$ cat src/rtl/seg7_pkg.sv
// seg7_pkg: shared constants for the 7-segment scan monitor.
// Segment patterns are active-low {g,f,e,d,c,b,a}.
package seg7_pkg;

   localparam int SEG7_DIGITS = 4;

   localparam logic [6:0] SEG7_0     = 7'h40;
   localparam logic [6:0] SEG7_1     = 7'h79;
   localparam logic [6:0] SEG7_2     = 7'h24;
   localparam logic [6:0] SEG7_3     = 7'h30;
   localparam logic [6:0] SEG7_4     = 7'h19;
   localparam logic [6:0] SEG7_5     = 7'h12;
   localparam logic [6:0] SEG7_6     = 7'h02;
   localparam logic [6:0] SEG7_7     = 7'h78;
   localparam logic [6:0] SEG7_8     = 7'h00;
   localparam logic [6:0] SEG7_9     = 7'h10;
   localparam logic [6:0] SEG7_BLANK = 7'h7F;

   // Capture FSM: wait for a one-hot select, let it settle, then hold off
   // until the select moves on.
   typedef enum logic [1:0] {
      ST_IDLE   = 2'd0,
      ST_SETTLE = 2'd1,
      ST_HOLD   = 2'd2
   } scan_state_t;

endpackage

$ cat src/rtl/seg7_to_bcd.sv
// seg7_to_bcd: combinational decode of an active-low 7-segment pattern to BCD.
// Blank decodes to 4'hF without error; any unknown shape decodes to 4'hF
// and raises invalid.
module seg7_to_bcd
   import seg7_pkg::*;
(
   input  logic [6:0] seg,
   output logic [3:0] nibble,
   output logic       invalid
);

   // Pattern lookup; defaults cover the blank and unknown cases.
   always_comb begin
      nibble  = 4'hF;
      invalid = 1'b0;
      case (seg)
         SEG7_0:     nibble = 4'd0;
         SEG7_1:     nibble = 4'd1;
         SEG7_2:     nibble = 4'd2;
         SEG7_3:     nibble = 4'd3;
         SEG7_4:     nibble = 4'd4;
         SEG7_5:     nibble = 4'd5;
         SEG7_6:     nibble = 4'd6;
         SEG7_7:     nibble = 4'd7;
         SEG7_8:     nibble = 4'd8;
         SEG7_9:     nibble = 4'd9;
         SEG7_BLANK: nibble = 4'hF;
         default:    invalid = 1'b1;
      endcase
   end

endmodule

$ cat src/rtl/seg_scan_decoder.sv
// seg_scan_decoder: samples a multiplexed 4-digit 7-segment display bus,
// decodes each settled digit and publishes complete frames on bcd_out.
// Optional build macro SEG_SCAN_DP_CAPTURE_EN adds dp_out, the decimal
// points captured with each frame (active-high on dp_out).
module seg_scan_decoder
   import seg7_pkg::*;
#(
   parameter int SETTLE_CYCLES  = 4,
   parameter int TIMEOUT_CYCLES = 1048576
)
(
   input  logic        clk,
   input  logic        rst_n,
   input  logic [6:0]  seg,
   input  logic [3:0]  digit_sel,
   input  logic        DP,
   output logic [15:0] bcd_out,
   output logic        frame_valid,
   output logic        err,
`ifdef SEG_SCAN_DP_CAPTURE_EN
   output logic [3:0]  dp_out,
`endif
   output logic        stale
);

   localparam int              TW       = $clog2(TIMEOUT_CYCLES + 1);
   localparam logic [7:0]      SETTLE_N = 8'(SETTLE_CYCLES);
   localparam logic [TW-1:0]   TO_MAX   = TW'(TIMEOUT_CYCLES);

   logic [6:0]  seg_r, seg_q;
   logic [3:0]  sel_r, sel_q;
   logic        sel_onehot;
   logic        sel_chg, seg_chg;

   scan_state_t state, state_nxt;
   logic [7:0]  settle_cnt, cnt_nxt;
   logic        capture;

   logic [3:0]  nibble;
   logic        invalid;

   logic [3:0]  seen;
   logic [15:0] shadow;
   logic        frame_err;
   logic        complete;

   logic [TW-1:0] to_cnt;

   // Input register plus a one-cycle-old copy used for change detection.
   always_ff @(posedge clk or negedge rst_n) begin
      if (!rst_n) begin
         seg_r <= SEG7_BLANK;
         sel_r <= 4'b0;
         seg_q <= SEG7_BLANK;
         sel_q <= 4'b0;
      end else begin
         seg_r <= seg;
         sel_r <= digit_sel;
         seg_q <= seg_r;
         sel_q <= sel_r;
      end
   end

   assign sel_onehot = $onehot(sel_r);
   assign sel_chg    = (sel_r != sel_q);
   assign seg_chg    = (seg_r != seg_q);
   assign complete   = (seen == 4'b1111);

   seg7_to_bcd u_dec (
      .seg     (seg_r),
      .nibble  (nibble),
      .invalid (invalid)
   );

   // FSM state and settle counter registers.
   always_ff @(posedge clk or negedge rst_n) begin
      if (!rst_n) begin
         state      <= ST_IDLE;
         settle_cnt <= 8'd0;
      end else begin
         state      <= state_nxt;
         settle_cnt <= cnt_nxt;
      end
   end

   // Next state: a capture fires on the edge the counter would reach
   // SETTLE_CYCLES, so one-cycle settling captures straight from IDLE/HOLD.
   always_comb begin
      state_nxt = state;
      cnt_nxt   = settle_cnt;
      capture   = 1'b0;
      case (state)
         ST_IDLE: begin
            if (sel_onehot) begin
               state_nxt = ST_SETTLE;
               cnt_nxt   = 8'd1;
            end
         end
         ST_SETTLE: begin
            if (!sel_chg && !seg_chg) begin
               cnt_nxt = settle_cnt + 8'd1;
            end else if (sel_onehot) begin
               cnt_nxt = 8'd1;
            end else begin
               state_nxt = ST_IDLE;
            end
         end
         ST_HOLD: begin
            // Segment changes under an unchanged select are ignored here.
            if (sel_chg) begin
               if (sel_onehot) begin
                  state_nxt = ST_SETTLE;
                  cnt_nxt   = 8'd1;
               end else begin
                  state_nxt = ST_IDLE;
               end
            end
         end
         default: state_nxt = ST_IDLE;
      endcase
      if (state_nxt == ST_SETTLE && cnt_nxt == SETTLE_N) begin
         capture   = 1'b1;
         state_nxt = ST_HOLD;
      end
   end

   // Frame assembly: captures fill shadow/seen; a full seen publishes the
   // frame one cycle later and starts the next frame (shadow keeps its data).
   always_ff @(posedge clk or negedge rst_n) begin
      if (!rst_n) begin
         seen        <= 4'b0;
         shadow      <= 16'h0;
         frame_err   <= 1'b0;
         bcd_out     <= 16'h0;
         err         <= 1'b0;
         frame_valid <= 1'b0;
      end else begin
         if (complete) begin
            bcd_out     <= shadow;
            err         <= frame_err;
            frame_valid <= 1'b1;
            seen        <= capture ? sel_r : 4'b0;
            frame_err   <= capture & invalid;
         end else begin
            frame_valid <= 1'b0;
            if (capture) begin
               seen      <= seen | sel_r;
               frame_err <= frame_err | invalid;
            end
         end
         for (int i = 0; i < SEG7_DIGITS; i++) begin
            if (capture && sel_r[i]) begin
               shadow[4*i +: 4] <= nibble;
            end
         end
      end
   end

   // Staleness watchdog: counts cycles since the last published frame.
   always_ff @(posedge clk or negedge rst_n) begin
      if (!rst_n) begin
         to_cnt <= '0;
         stale  <= 1'b0;
      end else if (complete) begin
         to_cnt <= '0;
         stale  <= 1'b0;
      end else if (to_cnt != TO_MAX) begin
         to_cnt <= to_cnt + 1'b1;
         if (to_cnt == TO_MAX - 1'b1) begin
            stale <= 1'b1;
         end
      end
   end

`ifdef SEG_SCAN_DP_CAPTURE_EN
   logic       dp_r;
   logic [3:0] dp_sh;

   // Decimal points ride along with their digit and publish with the frame.
   always_ff @(posedge clk or negedge rst_n) begin
      if (!rst_n) begin
         dp_r   <= 1'b1;
         dp_sh  <= 4'b0;
         dp_out <= 4'b0;
      end else begin
         dp_r <= DP;
         for (int i = 0; i < SEG7_DIGITS; i++) begin
            if (capture && sel_r[i]) begin
               dp_sh[i] <= ~dp_r;
            end
         end
         if (complete) begin
            dp_out <= dp_sh;
         end
      end
   end
`else
   // DP has no function in this build.
   logic unused_dp;
   assign unused_dp = DP;
`endif

endmodule

$ cat config.mk
export PLATFORM = sky130hd
export DESIGN_NAME = seg_scan_decoder
export DESIGN_NICKNAME = d
export VERILOG_FILES = /design/src/rtl/seg7_pkg.sv /design/src/rtl/seg7_to_bcd.sv /design/src/rtl/seg_scan_decoder.sv
export SDC_FILE = /design/constraint.sdc
export NUM_CORES = 1
export LEC_CHECK = 0
export CAP_MARGIN = 10
export CORE_ASPECT_RATIO = 2
export CORE_UTILIZATION = 52
export CTS_CLUSTER_SIZE = 20
export DETAILED_ROUTE_END_ITERATION = 10
export PLACE_DENSITY = 0.81
export SLEW_MARGIN = 40
export SYNTH_ARGS = -nofsm -noshare
export SYNTH_HDL_FRONTEND = slang
export SYNTH_HIERARCHICAL = 1
export SYNTH_SLANG_ARGS = --single-unit
$ cat constraint.sdc
create_clock -name clk -period 2.76 [get_ports clk]
set_clock_uncertainty 0.1 [all_clocks]
set_input_delay 0.552 -clock clk [delete_from_list [all_inputs] [get_ports clk]]
set_output_delay 0.552 -clock clk [all_outputs]
set_load 0.1 [all_outputs]
Yosys cells after proc, flatten, opt, wreduce, memory -nomap -nowiden
Index checks and enable logic that the tools add are counted.

$add $sub $neg: 5. Equality and inequality tests: 20. Multiplexer cells: 25. Bitwise gates (word level): 3. Reduce and logical (&&, ||, !) cells: 15.

Operators by type and width (number): two-way mux 21 bit (2); one-hot mux 4 bit (10 select lines) (1); equality test 7 bit (second input constant) (4); two-way mux 8 bit (3); one-hot mux 8 bit (3 select lines) (1); adder 21 x 1 -> 21 bit (second input constant) (1); equality test 21 x 20 -> 1 bit (second input constant) (1); equality test 7 x 5 -> 1 bit (second input constant) (3); inequality test 21 bit (second input constant) (1); equality test 7 x 6 -> 1 bit (second input constant) (2); two-way mux 4 bit (3); OR reduction 11 bit (1); two-way mux 2 bit (5); two-way mux 1 bit (9); adder 8 x 1 -> 8 bit (second input constant) (1); equality test 8 x 3 -> 1 bit (second input constant) (1); equality test 7 x 2 -> 1 bit (second input constant) (1); zero test 7 bit (1); inequality test 7 bit (1); logical AND 1 bit (6); one-hot mux 2 bit (3 select lines) (1); nonzero test 2 bit (3); adder 1 x 1 -> 2 bit (2); equality test 2 x 1 -> 1 bit (second input constant) (2); 11 further kinds (12).

Register bits after elaboration: 93. Input port bits: 14. Word-level logic and storage cells: 85.

Logic depth before layout (Yosys ltp)
Depth in word-level cells: 11. Gate-level depth with buffers: 11.

Hierarchy
Netlist, hierarchy kept.

Modules (own cells, without submodules): seg_scan_decoder (times used 1, cells each 356, area each 3905.0 sq um); seg7_to_bcd (times used 1, cells each 37, area each 249.0 sq um).

Least setup slack after synthesis
OpenSTA, ideal clock, no wires.

Path type: register to register. From: register sel_r[0]. To: register shadow[0]. Library setup time: 0.125 ns. Data arrival time: 2.610 ns. Path slack: -0.075 ns. Stages on the path, launching flop included: 12. Buffers on the path: 0. Cells stage by stage: dfrtp_1 > inv_1 > fa_1 > inv_1 > ha_1 > ha_1 > nor2_1 > nand2_1 > o211ai_1 > a2111oi_4 > nand4_1 > mux2_2.

Cells in the longest elaborated chain, start to end: 10.

Ends and longest elaborated chain: start: declaration (line seg_scan_decoder.sv:31) `logic [3:0] sel_r, sel_q;`; start signal: assignment (line seg_scan_decoder.sv:58) `sel_r <= digit_sel;`; adder 1 x 1 -> 2 bit (not written as such) (line seg_scan_decoder.sv:64) `assign sel_onehot = $onehot(sel_r);`; adder 2 x 2 -> 3 bit (not written as such) (line seg_scan_decoder.sv:64); equality test 3 x 1 -> 1 bit (line seg_scan_decoder.sv:64); two-way mux 8 bit (tied with other cells) (line seg_scan_decoder.sv:94, seg_scan_decoder.sv:102, seg_scan_decoder.sv:111); two-way mux 8 bit (tied with other cells) (line seg_scan_decoder.sv:110) `if (sel_chg) begin`; one-hot mux 8 bit (3 select lines) or one-hot mux 2 bit (3 select lines) (tied branches) (line seg_scan_decoder.sv:92) `case (state)`; equality test 8 x 3 -> 1 bit or equality test 2 x 1 -> 1 bit (tied branches) (line seg_scan_decoder.sv:121) `if (state_nxt == ST_SETTLE && cnt_nxt == SETTLE_N) begin`; logical AND 1 bit (line seg_scan_decoder.sv:121); two-way mux 1 bit (line seg_scan_decoder.sv:121); logical AND 1 bit * (line seg_scan_decoder.sv:152) `if (capture && sel_r[i]) begin`; end signal: indexed assignment (line seg_scan_decoder.sv:153) `shadow[4*i +: 4] <= nibble;`; end: declaration (line seg_scan_decoder.sv:43) `logic [15:0] shadow;`.

Every way passes the cells marked *; elsewhere a longest branch is shown, timed or not. A chain may end at the register's enable or synchronous reset.

Worst setup path in the final report
From: register sel_r[0]. To: register shadow[6].

Cells in the longest elaborated chain, start to end: 10.

Ends and longest elaborated chain (line): adder 1 x 1 -> 2 bit (not written as such) (seg_scan_decoder.sv:64); adder 2 x 2 -> 3 bit (not written as such) (seg_scan_decoder.sv:64); equality test 3 x 1 -> 1 bit (seg_scan_decoder.sv:64); two-way mux 8 bit (tied with other cells) (seg_scan_decoder.sv:94, seg_scan_decoder.sv:102, seg_scan_decoder.sv:111); two-way mux 8 bit (tied with other cells) (seg_scan_decoder.sv:110); one-hot mux 8 bit (3 select lines) or one-hot mux 2 bit (3 select lines) (tied branches) (seg_scan_decoder.sv:92); equality test 8 x 3 -> 1 bit or equality test 2 x 1 -> 1 bit (tied branches) (seg_scan_decoder.sv:121); logical AND 1 bit * (seg_scan_decoder.sv:121); two-way mux 1 bit * (seg_scan_decoder.sv:121); logical AND 1 bit * (seg_scan_decoder.sv:152).

Marked as above.

==> qor.yml <==
yosysUniqueCellTypes: 49
ys_warn_count: 6
synth-main-ff-cell: "dfrtp_1"
mostFrequentLayoutCell: "dfrtp_1"
vias: 3041
start_kind: "register"
yosys_register_bits: 93
leakage_nw: 2.433
final_cell_mix: "79 x dfrtp_1, 76 x nand2_1, 34 x nor2_1"
finalWeightedCongestion: 0.8499
rr_worst_depth: 12
final_cells: 542
postSynthCellCount: 393
fin_ws_ps: -167.3
core_mm2: 0.007657
std_cell_rows: 45
die_area_mm2: 0.008372
worstPathArrival_ps: 3060
postSynthAreaPerCell_um2: 10.57
start_util_pct: 54.25
drt_iter0_markers: 145
drive_gt1_share_pct: 22.54
htree_levels: 3
nFillCells: 622
wire_per_inst_um: 16.18
grt_max_degree: 59
hold_class: "in -> async"
final_core_util_pct: 65.38
crit_path_top_delay_cell: "fa_1"
cp.required_ps: 2890
rrSetupSlack_ps: -170
fin_nets: 463
die_y_um: 128.4
rr_endpoint: "shadow[6]"
insertedDiodeCount: 0
seq_area_mm2: 0.002345
numCtsBuffers: 9
path_cells: "inv_2 > fa_1 > inv_1 > ha_2 > ha_4 > nor2_2 > nand3b_1 > o211ai_1 > a2111oi_4 > nand4_1 > buf_6 > mux2_2"
drc: 0
end_kind: "register"
clk-insertion-delay-late_ps: 350
crit_path_max_fanout: 5
drv_cap: 0
worst-path-buf-inv: 3
die_w_um: 65.20
grt_overflow: 0
fin_crit_ps: 2927
yosysSeqAreaShare_pct: 56.45
finalMaxSlewViolations: 0
cts-root-buf: "clkbuf_16"
cts.sinks: 93
synth-async-reset-ratio_pct: 100.0
grt_pass1_wl_um: 14420
fin_crit_sh_pct: 106.1
max_stage_delay_ps: 520
cts_tree: "done"
irDropWorstVdd_mv: 0.3612
grt_pass1_vias: 3144
clk_pin_slew_worst_paths_ps: 60
maxSlewHeadroom_pct: 61.43
multi_input_area_mm2: 0.001738
rsz0062_at_grt: "true"
synth-edff-count: 0
antenna_left: 0
status: "finished with violations"
numPlacedInstances: 523
viasPerCell: 5.611
max_freq_mhz: 341.6
critical_path_class: "reg -> reg"
power.density_mw_per_mm2: 580.8
antenna_found_initial: 0
syn_nets: 413
syn_to_final_growth_pct: 20.51
synthesis.area_mm2: 0.004154
grtUsageTotal_pct: 23.17
worst_pin_slew_ps: 578.6
io_pins: 33
violations: "negative setup slack"
io_buffers: 31
r2r_start: "sel_r[0]"
cts.path.max_buffers: 2
routed_wl_um: 8771
cts-hold-fix-buffers: 0
crit_family: "adder cells"
dp_hpwl_um: 6228
finalHoldViolations: 0
finalSetupViolations: 16
firstDrtPassIters: 4
-- layer usage --
metal  vias to the layer above  wire, um  global-route usage (%)
li1                       1443         -                       -
met1                      1516      3140                   22.86
met2                        59      5026                   42.57
met3                        23       270                   4.876
met4                         0       334                   14.07
met5                         -         0                       0
-- how the worst max path moves through the flow --
stage / start / endpoint / slack [ps] / cells past startpoint
2_1_floorplan: sel_r[0] / shadow[0] / -80 / 11
3_3_place_gp: sel_r[0] / shadow[7] / -190 / 11
3_5_place_dp: sel_r[0] / shadow[1] / -230 / 11
4_1_cts: sel_r[0] / shadow[13] / -180 / 12
5_1_grt: sel_r[0] / shadow[5] / -290 / 12
6_report: sel_r[0] / shadow[6] / -170 / 12
-- area by class of cell --
class	instances	share of cell area, %
sequential	93	46.84
multi-input combinational	275	34.72
timing repair buffer	49	8.448
clock buffer	12	5.124
tap	94	2.349
clock inverter	4	1.400
inverter	15	1.125
-- through the flow --
step	instance area (um2)	total power [W]	TNS [ps]	setup WS, ps	hold slack, ps
after floorplan	4154	0.001508	-1199	-75.06	156.4
after global placement	4613	0.001585	-2505	-185.7	326.9
after detailed placement	4613	0.001592	-3071	-228.9	327.0
after CTS	4991	0.002929	-2068	-177.3	76.13
after global routing	5006	0.002993	-4213	-290.6	106.6
final	5006	0.002907	-2301	-167.3	69.46
-- power breakdown --
group / switching (W) / total (W) / internal (W)
clock network: 0.000489 / 0.00133 / 0.000839
logic: 0.0000954 / 0.000166 / 0.0000703
registers: 0.0000218 / 0.00141 / 0.00139
-- kinds of logic (layout without fill, tap and decap cells) --
kind of cell	after synthesis	after routing	synth area share [%]
adder cells (fa/ha/maj)	6	6	1.988
AND/OR/NAND/NOR	186	186	21.30
flip-flops	93	93	56.45
multiplexers	19	19	5.090
buffers and inverters	25	80	2.409
AO/OA/AOI/OAI	33	33	6.235
XOR/XNOR	31	31	6.536
-- state kept, by name, indices dropped and copies added, names as in the netlist, 2 cells and up --
signal      count
sel_r           4
sel_q           4
seg_q           7
to_cnt         21
bcd_out        16
seen            4
state           2
settle_cnt      8
shadow         16
seg_r           7
-- synthesized netlist by cell type (all sizes together), types with 4 or more instances --
library cell / count / share of area [%]
clkbuf: 8 / 0.75
dfstp: 14 / 8.9
nand3: 26 / 3.1
mux2: 17 / 4.6
a21oi: 6 / 0.72
inv: 15 / 1.4
o21ai: 11 / 1.4
and3: 4 / 0.72
ha: 5 / 1.5
nand4: 13 / 2.0
dfrtp: 79 / 48
nor4: 7 / 1.2
nor2: 35 / 3.2
or3: 4 / 0.60
nand2: 77 / 7.0
xnor2: 5 / 1.1
xor2: 26 / 5.5
-- repair_timing --
| action | in CTS | in global routing |
|---|---|---|
| pin swaps | 2 | 4 |
| gates cloned | 0 | 0 |
| resized for setup | 7 | 6 |
| buffers inserted | 3 | 0 |
| setup endpoints to repair | 16 | 21 |
Power figures use the tool's default switching activity.
